File: config.mk
export PLATFORM = sky130hd
export DESIGN_NAME = conv_window_gen_flat
export DESIGN_NICKNAME = d
export VERILOG_FILES = /design/src/rtl/conv_window_gen_if.sv /design/src/rtl/conv_window_gen.sv /design/src/flat_wrapper.sv
export SDC_FILE = /design/constraint.sdc
export NUM_CORES = 1
export LEC_CHECK = 0
export BUFFER_PORTS_ARGS = -buffer_cell sky130_fd_sc_hd__buf_2
export CORE_MARGIN = 2
export CORE_UTILIZATION = 57
export DETAILED_ROUTE_END_ITERATION = 10
export GPL_ROUTABILITY_DRIVEN = 0
export PLACE_DENSITY = 0.86
export REMOVE_ABC_BUFFERS = 1
export SETUP_SLACK_MARGIN = 0.3
export SYNTH_ARGS = -nofsm -noshare
export SYNTH_HDL_FRONTEND = slang
export SYNTH_SLANG_ARGS = --single-unit
File: constraint.sdc
create_clock -name clk -period 3.1 [get_ports clk]
set_input_delay 0 -clock clk [delete_from_list [all_inputs] [get_ports clk]]
set_output_delay 0 -clock clk [all_outputs]
set_load 0.01 [all_outputs]
File: src/rtl/conv_window_gen_if.sv
// -----------------------------------------------------------------------------
// conv_window_gen_if
// Bundles the pixel-stream, row-buffer and window handshake signals of
// conv_window_gen.
//   px_in / px_valid / px_ready : raster pixel stream into the window generator
//   taps_in                     : row-buffer outputs, slice k = delay of k+1 rows
//   rb_en                       : shift enable for every row buffer in the chain
//   win_out / win_valid / win_ready : KSIZE x KSIZE window towards the MAC array
//   frame_done                  : one-cycle pulse after the last pixel of a frame
// Modports: master = environment (pixel source, row buffers, window consumer),
//           slave  = conv_window_gen.
// -----------------------------------------------------------------------------
interface conv_window_gen_if #(
    parameter int KSIZE     = 5,
    parameter int BIT_WIDTH = 8
) ();
    logic [BIT_WIDTH-1:0]               px_in;
    logic                               px_valid;
    logic                               px_ready;
    logic [(KSIZE-1)*BIT_WIDTH-1:0]     taps_in;
    logic                               rb_en;
    logic [KSIZE*KSIZE*BIT_WIDTH-1:0]   win_out;
    logic                               win_valid;
    logic                               win_ready;
    logic                               frame_done;

    modport master (
        output px_in, px_valid, taps_in, win_ready,
        input  px_ready, rb_en, win_out, win_valid, frame_done
    );

    modport slave (
        input  px_in, px_valid, taps_in, win_ready,
        output px_ready, rb_en, win_out, win_valid, frame_done
    );
endinterface

File: src/rtl/conv_window_gen.sv
// -----------------------------------------------------------------------------
// conv_window_gen
// Sliding-window generator placed after a chain of KSIZE-1 row buffers.
// Each accepted raster pixel shifts the KSIZE x KSIZE window left by one
// column; the new right-hand column is built from the row-buffer taps (older
// rows) and the incoming pixel (newest row). Windows that would straddle an
// image edge are suppressed, and a pulse marks the end of each frame.
//
// Ports:
//   clk  - sole clock, rising edge
//   rst  - asynchronous, active-low reset
//   bus  - conv_window_gen_if.slave (px_in/px_valid/px_ready, taps_in, rb_en,
//          win_out/win_valid/win_ready, frame_done)
//
// Build option:
//   CONV_WINDOW_STRIDE2_EN - when defined, only windows whose top-left corner
//   lies on even row and even column offsets are emitted (stride 2).
//   Pixel acceptance, rb_en and frame_done are the same in both builds.
// -----------------------------------------------------------------------------
module conv_window_gen #(
    parameter int COLS      = 32,
    parameter int ROWS      = 32,
    parameter int KSIZE     = 5,
    parameter int BIT_WIDTH = 8
) (
    input  logic            clk,
    input  logic            rst,
    conv_window_gen_if.slave bus
);
    localparam int CW = (COLS > 1) ? $clog2(COLS) : 1;
    localparam int RW = (ROWS > 1) ? $clog2(ROWS) : 1;
    localparam int PW = BIT_WIDTH;
    localparam int WW = KSIZE * KSIZE * BIT_WIDTH;

    localparam logic [CW-1:0] COL_LAST  = CW'(COLS - 1);
    localparam logic [CW-1:0] COL_FIRST = CW'(KSIZE - 1);
    localparam logic [CW-1:0] COL_ONE   = CW'(1);
    localparam logic [RW-1:0] ROW_LAST  = RW'(ROWS - 1);
    localparam logic [RW-1:0] ROW_FILL  = RW'(KSIZE - 2);
    localparam logic [RW-1:0] ROW_ONE   = RW'(1);
`ifdef CONV_WINDOW_STRIDE2_EN
    // (cnt - (KSIZE-1)) is even exactly when cnt's LSB matches (KSIZE-1)'s LSB
    localparam logic KPAR = 1'((KSIZE - 1) % 2);
`endif

    typedef enum logic [0:0] {
        S_FILL = 1'b0,
        S_RUN  = 1'b1
    } state_t;

    state_t          state_r;
    logic [CW-1:0]   col_cnt_r;
    logic [RW-1:0]   row_cnt_r;
    logic [WW-1:0]   win_r;
    logic            win_valid_r;
    logic            frame_done_r;

    logic            px_ready_s;
    logic            acc_s;
    logic            emit_s;
    logic            last_px_s;
    logic            fill_done_s;

    // Handshake: a pending window blocks new pixels unless it is consumed now
    assign px_ready_s = !win_valid_r || bus.win_ready;
    assign acc_s      = bus.px_valid && px_ready_s;

    assign bus.px_ready   = px_ready_s;
    assign bus.rb_en      = acc_s;
    assign bus.win_out    = win_r;
    assign bus.win_valid  = win_valid_r;
    assign bus.frame_done = frame_done_r;

    // Position decode and window-emission decision for the pixel being accepted
    always_comb begin
        last_px_s   = (col_cnt_r == COL_LAST) && (row_cnt_r == ROW_LAST);
        fill_done_s = (col_cnt_r == COL_LAST) && (row_cnt_r == ROW_FILL);
        emit_s      = 1'b0;
        if (acc_s && (state_r == S_RUN) && (col_cnt_r >= COL_FIRST)) begin
`ifdef CONV_WINDOW_STRIDE2_EN
            emit_s = (row_cnt_r[0] == KPAR) && (col_cnt_r[0] == KPAR);
`else
            emit_s = 1'b1;
`endif
        end else begin
            emit_s = 1'b0;
        end
    end

    // Position counters, fill/run FSM, window-valid and frame-done registers
    always_ff @(posedge clk or negedge rst) begin
        if (!rst) begin
            state_r      <= S_FILL;
            col_cnt_r    <= '0;
            row_cnt_r    <= '0;
            win_valid_r  <= 1'b0;
            frame_done_r <= 1'b0;
        end else begin
            frame_done_r <= 1'b0;
            if (acc_s) begin
                if (col_cnt_r == COL_LAST) begin
                    col_cnt_r <= '0;
                    if (row_cnt_r == ROW_LAST) begin
                        row_cnt_r <= '0;
                    end else begin
                        row_cnt_r <= row_cnt_r + ROW_ONE;
                    end
                end else begin
                    col_cnt_r <= col_cnt_r + COL_ONE;
                end

                case (state_r)
                    S_FILL: begin
                        if (fill_done_s) begin
                            state_r <= S_RUN;
                        end
                    end
                    S_RUN: begin
                        if (last_px_s) begin
                            state_r <= S_FILL;
                        end
                    end
                    default: begin
                        state_r <= S_FILL;
                    end
                endcase

                if (last_px_s) begin
                    frame_done_r <= 1'b1;
                end
            end

            // A new window wins over a simultaneous consume, so nothing is lost
            if (emit_s) begin
                win_valid_r <= 1'b1;
            end else if (bus.win_ready) begin
                win_valid_r <= 1'b0;
            end
        end
    end

    // Window shift register: shift left one column, load new right-hand column
    always_ff @(posedge clk or negedge rst) begin
        if (!rst) begin
            win_r <= '0;
        end else if (acc_s) begin
            for (int r = 0; r < KSIZE; r++) begin
                for (int c = 0; c < KSIZE - 1; c++) begin
                    win_r[(r*KSIZE + c)*PW +: PW] <= win_r[(r*KSIZE + c + 1)*PW +: PW];
                end
            end
            // Row r (oldest first) takes the tap delayed by KSIZE-1-r rows
            for (int r = 0; r < KSIZE - 1; r++) begin
                win_r[(r*KSIZE + KSIZE - 1)*PW +: PW] <= bus.taps_in[(KSIZE-2-r)*PW +: PW];
            end
            win_r[(KSIZE*KSIZE - 1)*PW +: PW] <= bus.px_in;
        end
    end
endmodule

File: src/flat_wrapper.sv
// flat-port wrapper written by rule: the top's interface ports become plain ports
module conv_window_gen_flat 
#(
    parameter int COLS      = 32,
    parameter int ROWS      = 32,
    parameter int KSIZE     = 5,
    parameter int BIT_WIDTH = 8
)
  (clk, rst, bus_px_in, bus_px_valid, bus_taps_in, bus_win_ready, bus_px_ready, bus_rb_en, bus_win_out, bus_win_valid, bus_frame_done);
  conv_window_gen_if #(.KSIZE(KSIZE), .BIT_WIDTH(BIT_WIDTH)) bus_i ();
  input  logic clk;
  input  logic rst;
  input wire logic [$bits(bus_i.px_in)-1:0] bus_px_in;
  input wire logic [$bits(bus_i.px_valid)-1:0] bus_px_valid;
  input wire logic [$bits(bus_i.taps_in)-1:0] bus_taps_in;
  input wire logic [$bits(bus_i.win_ready)-1:0] bus_win_ready;
  output wire logic [$bits(bus_i.px_ready)-1:0] bus_px_ready;
  output wire logic [$bits(bus_i.rb_en)-1:0] bus_rb_en;
  output wire logic [$bits(bus_i.win_out)-1:0] bus_win_out;
  output wire logic [$bits(bus_i.win_valid)-1:0] bus_win_valid;
  output wire logic [$bits(bus_i.frame_done)-1:0] bus_frame_done;
  assign bus_i.px_in = bus_px_in;
  assign bus_i.px_valid = bus_px_valid;
  assign bus_i.taps_in = bus_taps_in;
  assign bus_i.win_ready = bus_win_ready;
  assign bus_px_ready = bus_i.px_ready;
  assign bus_rb_en = bus_i.rb_en;
  assign bus_win_out = bus_i.win_out;
  assign bus_win_valid = bus_i.win_valid;
  assign bus_frame_done = bus_i.frame_done;
  conv_window_gen #(.COLS(COLS), .ROWS(ROWS), .KSIZE(KSIZE), .BIT_WIDTH(BIT_WIDTH)) u_core (.clk(clk), .rst(rst), .bus(bus_i));
endmodule
==> metrics.cfg <==
[worst_setup_path]
cp_max_fo=69
cp-start-kind=register
critical_path_arrival_ps=2240
critPathKind=register to primary output
crit_path_end_kind=primary output
cp_data_required_time_ps=3100

[cells_and_area]
final_cells=1023
n_antenna_cell=0
final_util=0.7320
synthToLayoutAreaGrowth_pct=26.82
final_common_cell=buf_2
fillers=1000
design_area_um2=11540
layout-drive-gt1-share=0.6183
nNetsFinal=842
final_cell_mix=buf_2, dfrtp_1, mux2_4

[floorplan]
start_util=0.5772
rows=46
core_area_um2=15770
ios=248
die_area_um2=17000
fp.dieH_um=130.4
die_x_um=130.4

[power_and_ir_drop]
clockPowerShare=0.249
p_sw_mw=3.652
power_per_cell_area_nw_per_um2=1015
leakagePower_nw=5.909
power_frac_comb=0.343
intPower_mw=8.067
seqPwrFrac=0.408
switching_share=0.3116
peakVddDrop_mv=0.6697

[placed_design]
io_buffers=247
place_inst=940
placed_cell_area_um2=10300
dp_slack_ps=979.1
place_hpwl_um=12220

[synthesis]
async_flop_share=1.000
synth-edff-count=0
synth.top_cells.by_area=dfrtp_1, mux2_4, buf_12
syn_avg_cell_area_um2=18.54
ys_seq_area_frac=0.5856
ys_warn_count=0
syn_area_um2=9102
synthFlopType=dfrtp_1
synthDominantCellAreaShare=0.5856
ys_ff_latch=213
synthesis.instances=491
synth_top_area_cell=dfrtp_1
ys_types=31

[routing]
drtPass1Iterations=4
routed_wirelength_um=19330
num_vias=5244
drc=0
postRouteAntennaNets=0
first_iter_violations=220
wl_per_cell_um=18.89
viasPerCell=5.126

[timing]
clock_skew_ps=8.092
max_freq_mhz=446.5
rsz0062_at_grt=false
worst_slack_ps=860.3
setup_viol=0
setup_tns_ps=0
relSlewSlack=0.5007
period_needed_ps=2240
hold_violations=0
tightest_slew_ps=748.9
maxSlewViolCount=0
post-route-period-util=0.7225

[grt]
grt_max_degree=85
grt_overflow=0
antenna_found_initial=0
grt_use_total=0.2240
grt_pass1_vias=5547
grt_pass1_wl_um=30060

[clocking]
cts_made_buffers=22
cts.path.max_buffers=3
htree_levels=1
postCtsSetupRepairBufs=0
clk_latency_ps=490
cts-root-buf=clkbuf_16
cts.clk_slew.worst_paths_ps=60
clock_sinks=213
tritoncts=yes

[job]
maxCapViolCount=0

[run_status]
outcome=finished clean

[hold_path]
min_path_type=input port to asynchronous set/reset pin

-- final timing paths --
check / startpoint / endpoint / slack (ps) / cells after the start
setup / recovery: u_core.bus.win_valid / bus_rb_en / 860 / 5
setup reg to reg: u_core.bus.win_valid / u_core.bus.win_out[49] / 990 / 5
min in group clk: bus_px_in[1] / u_core.bus.win_out[193] / 280 / 3
hold / removal: rst / u_core.bus.win_out[90] / 120 / 2
max in group asynchronous: rst / u_core.bus.win_out[6] / 2110 / 3
hold reg to reg: u_core.bus.win_out[46] / u_core.bus.win_out[46] / 500 / 1
-- metal layers --
metal  up-vias  GRT usage  part of all wire
li1       2345          -                 -
met1      2679     0.2762              0.39
met2       180     0.4016              0.52
met3        40    0.04845             0.061
met4         0    0.06195             0.025
met5         -          0                 0
-- power by group through the flow --
stage / Clock [mW] / Sequential (mW) / Combinational [mW]
after floorplan: 0 / 5.10 / 2.02
after global placement: 0 / 4.68 / 3.84
after detailed placement: 0 / 4.78 / 3.97
after CTS: 2.96 / 4.76 / 4.05
after global routing: 3.10 / 4.92 / 4.30
final: 2.92 / 4.78 / 4.02
-- cells by family (layout without fill, tap and decap cells) --
kind of cell,Yosys count,after routing,synth area share
adder cells (fa/ha/maj),6,6,0.008247
buffers and inverters,32,348,0.05113
multiplexers,203,203,0.3274
flip-flops,213,213,0.5856
AO/OA/AOI/OAI,14,14,0.01155
AND/OR/NAND/NOR,23,23,0.01608
-- final cells by class --
cell class	instances	area, µm²	area share
clock inverter	13	220.2	0.01908
timing repair buffer	300	1790	0.1551
tap	216	270.3	0.02341
sequential	213	5330	0.4617
clock buffer	26	586.8	0.05083
multi-input combinational	246	3307	0.2865
inverter	9	38.79	0.003360
-- worst max-delay path: stages (launching register included) --
cell and delay, ps:
dfrtp_1 340, nor2b_4 230, inv_6 80, nand2_8 480, inv_2 340, buf_2 240
-- through the flow --
| step | total power, mW | hold slack (ps) |
|---|---|---|
| after detailed placement | 8.745 | 96.09 |
| after floorplan | 7.124 | -295.6 |
| after global placement | 8.516 | 75.11 |
| after CTS | 11.77 | 155.5 |
| final | 11.72 | 117.0 |
| after global routing | 12.32 | 163.2 |
-- flip-flops by register name, indices dropped and copies added (netlist names) --
register               count
u_core.bus.win_out       200
u_core.col_cnt_r           5
u_core.row_cnt_r           5
u_core.bus.frame_done      1
u_core.bus.win_valid       1
u_core.state_r             1
-- synth_stat cells, types with 2 or more instances --
library cell and n:
mux2_4 185, o311ai_0 2, buf_12 20, a22o_1 2, nand3_1 2, and3_1 3
ha_1 6, a21o_1 2, nand4_1 3, inv_1 7, o21ai_0 3, buf_4 2
nor2_1 6, nand2_1 2, dfrtp_1 213, mux2_2 18
-- timing repair --
item	CTS	global route
hold buffers	44	0
resized for setup	0	0
hold endpoints to repair	127	0
No activity file was read; power rests on OpenSTA's default activity.
